`config.mk`:
```
export PLATFORM = sky130hd
export DESIGN_NAME = frame_bank_buffer
export DESIGN_NICKNAME = d
export VERILOG_FILES = /design/src/rtl/frame_bank_buffer.sv
export SDC_FILE = /design/constraint.sdc
export NUM_CORES = 1
export LEC_CHECK = 0
export CAP_MARGIN = 10
export CORE_ASPECT_RATIO = 1.2
export CORE_MARGIN = 1.5
export CORE_UTILIZATION = 30
export DETAILED_ROUTE_END_ITERATION = 12
export GPL_TIMING_DRIVEN = 1
export PLACE_DENSITY_LB_ADDON = 0.2
export SLEW_MARGIN = 15
export SYNTH_ARGS = -nofsm -noshare
export SYNTH_HDL_FRONTEND = slang
export SYNTH_SLANG_ARGS = --single-unit
```
`constraint.sdc`:
```
create_clock -name clk -period 1.9 [get_ports clk]
set_input_delay 0.475 -clock clk [delete_from_list [all_inputs] [get_ports clk]]
set_output_delay 0.475 -clock clk [all_outputs]
set_load 0.05 [all_outputs]
```
`src/rtl/frame_bank_buffer.sv`:
```
// BANKS-deep bank buffer: writer fills/commits whole frames, reader drains them in commit order.
// Optional sticky error flags when FRAME_BUF_ERR_EN is defined; otherwise err_* are tied low.
module frame_bank_buffer #(
  parameter int WIDTH = 8,
  parameter int DEPTH = 16,
  parameter int BANKS = 2
) (
  input  logic                         clk,
  input  logic                         rst,
  input  logic                         wr_en,
  input  logic                         wr_last,
  input  logic [WIDTH-1:0]             data_in,
  input  logic                         rd_en,
  output logic [WIDTH-1:0]             data_out,
  output logic                         rd_valid,
  output logic                         rd_last,
  output logic                         full,
  output logic                         empty,
  output logic [$clog2(BANKS+1)-1:0]   frames_ready,
  output logic                         err_overflow,
  output logic                         err_underflow
);
  localparam int BW = $clog2(BANKS);
  localparam int CW = $clog2(DEPTH);
  localparam int FW = $clog2(BANKS+1);

  logic [WIDTH-1:0] mem [BANKS][DEPTH];

  logic [BW-1:0]    wbank_q, wbank_d, rbank_q, rbank_d;
  logic [CW-1:0]    wcount_q, wcount_d, rcount_q, rcount_d;
  // Frame length is stored as (length - 1) so it fits in the index width.
  logic [CW-1:0]    len_q [BANKS];
  logic [CW-1:0]    len_d [BANKS];
  logic [FW-1:0]    frames_q, frames_d;
  logic [WIDTH-1:0] data_out_q, data_out_d;
  logic             rd_valid_q, rd_valid_d;
  logic             rd_last_q, rd_last_d;
  logic             wr_acc, rd_acc, wr_close, rd_close;

  assign full         = (frames_q == FW'(BANKS));
  assign empty        = (frames_q == '0);
  assign frames_ready = frames_q;
  assign data_out     = data_out_q;
  assign rd_valid     = rd_valid_q;
  assign rd_last      = rd_last_q;

  always_comb begin
    wr_acc   = wr_en && !full;
    rd_acc   = rd_en && !empty;
    wr_close = wr_acc && (wr_last || (wcount_q == CW'(DEPTH-1)));
    rd_close = rd_acc && (rcount_q == len_q[rbank_q]);

    wbank_d    = wbank_q;
    wcount_d   = wcount_q;
    rbank_d    = rbank_q;
    rcount_d   = rcount_q;
    len_d      = len_q;
    frames_d   = frames_q;
    data_out_d = data_out_q;
    rd_valid_d = rd_acc;
    rd_last_d  = rd_close;

    if (wr_close) begin
      len_d[wbank_q] = wcount_q;
      wcount_d       = '0;
      wbank_d        = (wbank_q == BW'(BANKS-1)) ? '0 : wbank_q + BW'(1);
    end else if (wr_acc) begin
      wcount_d = wcount_q + CW'(1);
    end

    if (rd_acc) data_out_d = mem[rbank_q][rcount_q];
    if (rd_close) begin
      rcount_d = '0;
      rbank_d  = (rbank_q == BW'(BANKS-1)) ? '0 : rbank_q + BW'(1);
    end else if (rd_acc) begin
      rcount_d = rcount_q + CW'(1);
    end

    case ({wr_close, rd_close})
      2'b10:   frames_d = frames_q + FW'(1);
      2'b01:   frames_d = frames_q - FW'(1);
      default: frames_d = frames_q;
    endcase
  end

  always_ff @(posedge clk) begin
    if (wr_acc) mem[wbank_q][wcount_q] <= data_in;
  end

  always_ff @(posedge clk or posedge rst) begin
    if (rst) begin
      wbank_q    <= '0;
      wcount_q   <= '0;
      rbank_q    <= '0;
      rcount_q   <= '0;
      frames_q   <= '0;
      data_out_q <= '0;
      rd_valid_q <= 1'b0;
      rd_last_q  <= 1'b0;
      for (int b = 0; b < BANKS; b++) len_q[b] <= '0;
    end else begin
      wbank_q    <= wbank_d;
      wcount_q   <= wcount_d;
      rbank_q    <= rbank_d;
      rcount_q   <= rcount_d;
      frames_q   <= frames_d;
      data_out_q <= data_out_d;
      rd_valid_q <= rd_valid_d;
      rd_last_q  <= rd_last_d;
      len_q      <= len_d;
    end
  end

`ifdef FRAME_BUF_ERR_EN
  logic err_ovf_q, err_ovf_d, err_udf_q, err_udf_d;

  always_comb begin
    err_ovf_d = err_ovf_q | (wr_en && full);
    err_udf_d = err_udf_q | (rd_en && empty);
  end

  always_ff @(posedge clk or posedge rst) begin
    if (rst) begin
      err_ovf_q <= 1'b0;
      err_udf_q <= 1'b0;
    end else begin
      err_ovf_q <= err_ovf_d;
      err_udf_q <= err_udf_d;
    end
  end

  assign err_overflow  = err_ovf_q;
  assign err_underflow = err_udf_q;
`else
  assign err_overflow  = 1'b0;
  assign err_underflow = 1'b0;
`endif
endmodule

```
Word-level counts from Yosys, hierarchy flattened
Memory sizes are Yosys's and may differ from the RTL's.
Index checks and enable logic that the tools add are counted.
Operators by class
  $add $sub $neg: 6
  $lt $le $gt $ge: 6
  equality and inequality tests: 5
  multiplexer cells: 20
  bitwise gates (word level): 4
  reduce and logical (&&, ||, !) cells: 13
Operators with widths (count)
  $mux W128: 1
  $bmux W8 S4: 1
  $demux W8 S4: 1
  $mux W4: 8
  $mux W8: 3
  $ge A5 B5 Y1 const B: 2
  $not A4 Y5: 2
  $add A4 B1 Y4 const B: 2
  $bwmux W8: 1
  $logic_and A1 B1 Y1: 6
  $reduce_bool A2 Y1: 3
  $lt A5 B1 Y1 const B: 1
  $demux W4 S1: 1
  $eq A2 B2 Y1 const B: 2
  $eq A4 B4 Y1: 1
  $eq A4 B4 Y1 const B: 1
  $ge A2 B2 Y1 const B: 2
  $not A1 Y2: 2
  $pmux W2 S2: 1
  $mux W1: 3
  $add A1 B1 Y1 const B: 2
  $add A2 B1 Y2 const B: 1
  $eq A2 B1 Y1 const B: 1
  $logic_not A1 Y1: 2
  4 further kinds: 4
Word-level totals
  register bits: 30
  memory bits (writable): 256
  bits of input ports: 13
  word-level logic and storage cells: 65
  memories: 1
Memory list
  mem: depth 2, bits a word 128, rd ports 1, clocked after memory_dff 0, write ports 1, RTL line 27  | logic [WIDTH-1:0] mem [BANKS][DEPTH];

Logic depth before layout (Yosys ltp)
  depth after elaboration: 8
  mapped depth: 11
  depth with buffers taken out: 8

Worst setup path before layout
OpenSTA, ideal clock, no wires.
  kind: reg2reg
  start point: register frames_q[0], in the netlist frames_ready[0]
  end point: memory mem[0][0] (netlist bit) (enable)
  data arrival time: 1.883 ns
  data required time: 1.530 ns
  slack: -0.353 ns
  stages on the path, launching flop included: 6
  period minus slack after synthesis: 2.253 ns
  path through: dfrtp_1 > nand2b_1 > and2_1 > clkbuf_1 > nand2_1 > nor2_1
On the way
  cells in the longest elaborated chain, start to end: 5
RTL lines
  from (decl): RTL line 34  | logic [FW-1:0] frames_q, frames_d;
  from (signal assigned): RTL line 106  | frames_q <= frames_d;
  $eq A2 B2 Y1: RTL line 40  | assign full = (frames_q == FW'(BANKS));
  $logic_not A1 Y1: RTL line 48  | wr_acc = wr_en && !full;
  $logic_and A1 B1 Y1: RTL line 48
  $mux W1: RTL line 87  | if (wr_acc) mem[wbank_q][wcount_q] <= data_in;
  $mux W128 (not written as such): RTL line 87
  to (decl): RTL line 27
Every way passes these cells.

Final worst setup path
  start point: register rbank_q
  end point: register data_out_q[4], in the netlist data_out[4]
On the way
  cells in the longest elaborated chain, start to end: 4
RTL lines
  from (decl): RTL line 29  | logic [BW-1:0] wbank_q, wbank_d, rbank_q, rbank_d;
  from (signal assigned): RTL line 104  | rbank_q <= rbank_d;
  $mem_v2 Z2 W128
  $bmux W8 S4: RTL line 71  | if (rd_acc) data_out_d = mem[rbank_q][rcount_q];
  $mux W8 (not written as such) (2 in a row): RTL line 71
  to (signal assigned): RTL line 107  | data_out_q <= data_out_d;
  to (decl): RTL line 35  | logic [WIDTH-1:0] data_out_q, data_out_d;
Every way passes these cells. The select of a mux whose other input is x is not followed.
A chain may end at the register's enable or synchronous reset.

==> results.md <==
* Outcome: complete, but fails checks
* Failing checks: DRC, setup timing
* Router iterations before antenna repair at 11
* Total Power at 20.5 mW
* Worst-case clock buffer depth at 3
* Critical Path Source Type: flip-flop
* Post-Syn Area at 11300 sq um
* Period utilisation layout at 112%
* Worst-path maximum fanout at 4
* P per Cell Area at 1420 nW/um^2
* Seq/Total Area, Yosys at between 70% and 80%
* Synth warn at 0
* Die W at around 180 um
* Num ports at 29
* Final HPWL DP at 17800 um
* Largest net degree at the start of global routing at 33
* Mux cell area share after synthesis at between 10% and 20%
* Complex-gate fraction of the synthesized area at 2.43%
* Final-layout fill cell count at 3403
* Syn Inst Count at 614
* FMAX at 469 MHz
* Peak VDD IR at 1110 uV
* Avg Inst Size Synth at 18.4 sq um
* Vias per std cell at 4.79
* Slew headroom at 57.8%
* WL final at roughly 27000 um
* Synthesis-stage register bit count at 286
* Die Height at 216 um
* Routed vias at 5913
* First-pass GRT wire length at around 41000 um
* Setup ws final at -0.231 ns
* Worst setup path end: data_out[4]$_DFFE_PP0P_
* Global-route met1 utilization at about 19%
* Routability cong. at 0.777
* Layout cell share with drive strength beyond 1 at 37.8%
* CTS Buf Count at 28
* Grt peak-use layer: met2
* DP Worst Slack at -0.784 ns
* FF-to-FF path depth at 9
* Layout Skew at roughly 0.011 ns
* Row count at slightly below 80
* Total gr overflow at 0
* Initial antenna violation count at 0
* Post-Synth XOR/XNOR Area at less than 1%
* Placed insts at 1165
* Clk sinks at approximately 290
* Crit path launch: rbank_q$_DFFE_PP0N_
* # hold bufs at CTS at 0
* Worst r2r src: rbank_q$_DFFE_PP0N_
* RR Endpoint: data_out[4]$_DFFE_PP0P_
* Input/output buffers at 26
* Worst endpoint required time at 2.32 ns
* # diodes at 0
* Slew @ Worst Pin at around 0.63 ns
* Grt met2 use at 24.3%
* Core Footprint at 37000 sq um
* Avg WL per Cell at 21.8 um
* Layout Cells excl Fill at 1234
* Root buffer cell: clkbuf_16
* CTS tree: yes
* Skew-Pair Late Insertion Delay at 0.55 ns
* GRT Overall Usage at 14.1%
* Vias in the first global route at 6305
* Initial Utilization at 30.6%
* Largest family of logic cells by synthesized area: multiplexers
* Final Hold Vio Count at 0
* Synth-to-Final Area Change at 27.7%
* # DRC at 1
* Antenna Nets Post-Route at 0
* Lkg Pwr at 4.84 nW
* RSZ-0062 raised after global routing: yes
* Setup crit end kind: flip-flop
* Worst Hold Class: in2async
* Post-synthesis adder-cell area fraction at 0.663%
* Drt first-iter violations at about 340
* Flop-to-flop setup slack at -0.23 ns
* Max-cap violations at 0
* Tmin final at 2.13 ns
* CP arrival at between 2 and 3 ns
* Final setup fails at 16
* Full die area at 38900 sq um
* Worst hold slack at 0.314 ns
* CTS clk-pin slew, worst paths at 0.06 ns
* Count of different cell masters after synthesis at 37
* M3 GR Usage at 1.84%
* Crit path kind: reg2reg
* H-tree Lvls at 1
* Post-synthesis simple-gate area fraction at 4.66%
* Final slew viol count at 0
* Final nets at between 700 and 800
-- through the flow --
stage | util [%] | TNS, ns | instance area [sq um]
after floorplan | - | -0.182 | 11600
after global placement | 35.2 | -63.68 | 13000
after detailed placement | 35.2 | -68.16 | 13000
after CTS | 38.5 | -2.66 | 14300
after global routing | 39.1 | -3.07 | 14500
final | 39.1 | -2.09 | 14500
-- flip-flops by register name, summed over array words and instances (netlist names) --
signal / flops
data_out: 8
frames_ready: 2
len_q: 8
mem: 256
rbank_q: 1
rcount_q: 4
rd_last: 1
rd_valid: 1
wbank_q: 1
wcount_q: 4
-- area by class of cell --
class	instances	area [sq um]	area share [%]
multi-input combinational	292	3270	22.7
clock buffer	38	759	5.25
tap	474	593	4.10
clock inverter	10	50.0	0.346
sequential	286	8450	58.4
timing repair buffer	128	1310	9.06
inverter	6	22.5	0.156
-- per-layer routing --
| layer | vias to the layer above | wire (um) |
|---|---|---|
| met5 | - | 0 |
| met4 | 0 | 498 |
| met3 | 28 | 853 |
| met2 | 83 | 13600 |
| met1 | 3111 | 11900 |
| li1 | 2691 | - |
-- worst min-delay path by stage --
stage / to / cells after the start / from / slack [ns]
after global routing: len_q[5]$_DFFE_PP0P_ / 2 / rst / 0.34
after CTS: rd_last$_DFF_PP0_ / 2 / rst / 0.31
after global placement: len_q[5]$_DFFE_PP0P_ / 1 / len_q[5]$_DFFE_PP0P_ / 0.49
final: rd_last$_DFF_PP0_ / 2 / rst / 0.31
after floorplan: len_q[0]$_DFFE_PP0P_ / 1 / len_q[0]$_DFFE_PP0P_ / 0.48
after detailed placement: len_q[6]$_DFFE_PP0P_ / 1 / len_q[6]$_DFFE_PP0P_ / 0.50
-- where the power goes --
group          internal (mW)  switching [mW]  leakage, nW  total [mW]
Combinational           3.75            4.02         1.78        7.77
Sequential              7.37           0.389         2.67        7.76
Clock                   2.78            2.23        0.390        5.00
Total                   13.9            6.64         4.84        20.5
-- kinds of logic after synthesis --
family          count (synthesis)
flops                         286
compound gates                 40
fa+ha+maj                       6
xor+xnor                       12
other cells                     1
mux                           116
simple gates                  116
buf+inv                        37
-- synth_stat cells, drive strengths merged --
| library cell | instances | share of area (%) |
|---|---|---|
| edfxtp | 256 | 68 |
| mux2i | 68 | 6.0 |
| nor2 | 68 | 2.3 |
| mux4 | 40 | 8.0 |
| dfrtp | 30 | 6.6 |
| o22ai | 23 | 1.3 |
| buf | 18 | 1.3 |
| nand2 | 14 | 0.46 |
| clkbuf | 13 | 0.43 |
| a2111oi | 8 | 0.67 |
| mux2 | 8 | 0.80 |
| nor3 | 8 | 0.45 |
| nor4 | 7 | 0.39 |
| xor2 | 7 | 0.54 |
| ha | 6 | 0.66 |
| inv | 6 | 0.20 |
| o21ai | 6 | 0.27 |
| xnor2 | 5 | 0.39 |
| nand2b | 4 | 0.22 |
| nand3 | 4 | 0.18 |
| nand3b | 4 | 0.27 |
| or3b | 2 | 0.15 |
| a31oi | 1 | 0.055 |
| and2 | 1 | 0.055 |
| conb | 1 | 0.033 |
| nand4 | 1 | 0.055 |
| nor2b | 1 | 0.055 |
| o221a | 1 | 0.099 |
| o31ai | 1 | 0.066 |
| or3 | 1 | 0.055 |
| or4 | 1 | 0.066 |
-- worst max-delay path, stage by stage, from the launching register on --
cell and delay (ns):
dfrtp_4 0.52, buf_12 0.16, buf_6 0.11, buf_6 0.10, mux4_2 0.44, mux2i_1 0.17
buf_4 0.14, nor2_4 0.04, a2111oi_4 0.26, nor3_2 0.06
-- layout by cell type (no fill, tap or decap), types with 12 or more instances in the layout --
cell type        count
clkdlybuf4s50_1     12
buf_12              18
clkbuf_16           29
dfrtp_1             26
o22ai_1             21
mux4_2              40
nor2_1              28
buf_4               84
edfxtp_1           256
nor2_4              35
mux2i_1             55
-- repair_timing --
action / in CTS / in global routing
pin swaps: 30 / 22
buffers inserted: 16 / 6
gates resized for setup: 58 / 31
endpoints found under the setup margin: 32 / 67
gates cloned: 2 / 0
(Power assumes the default switching activity.)
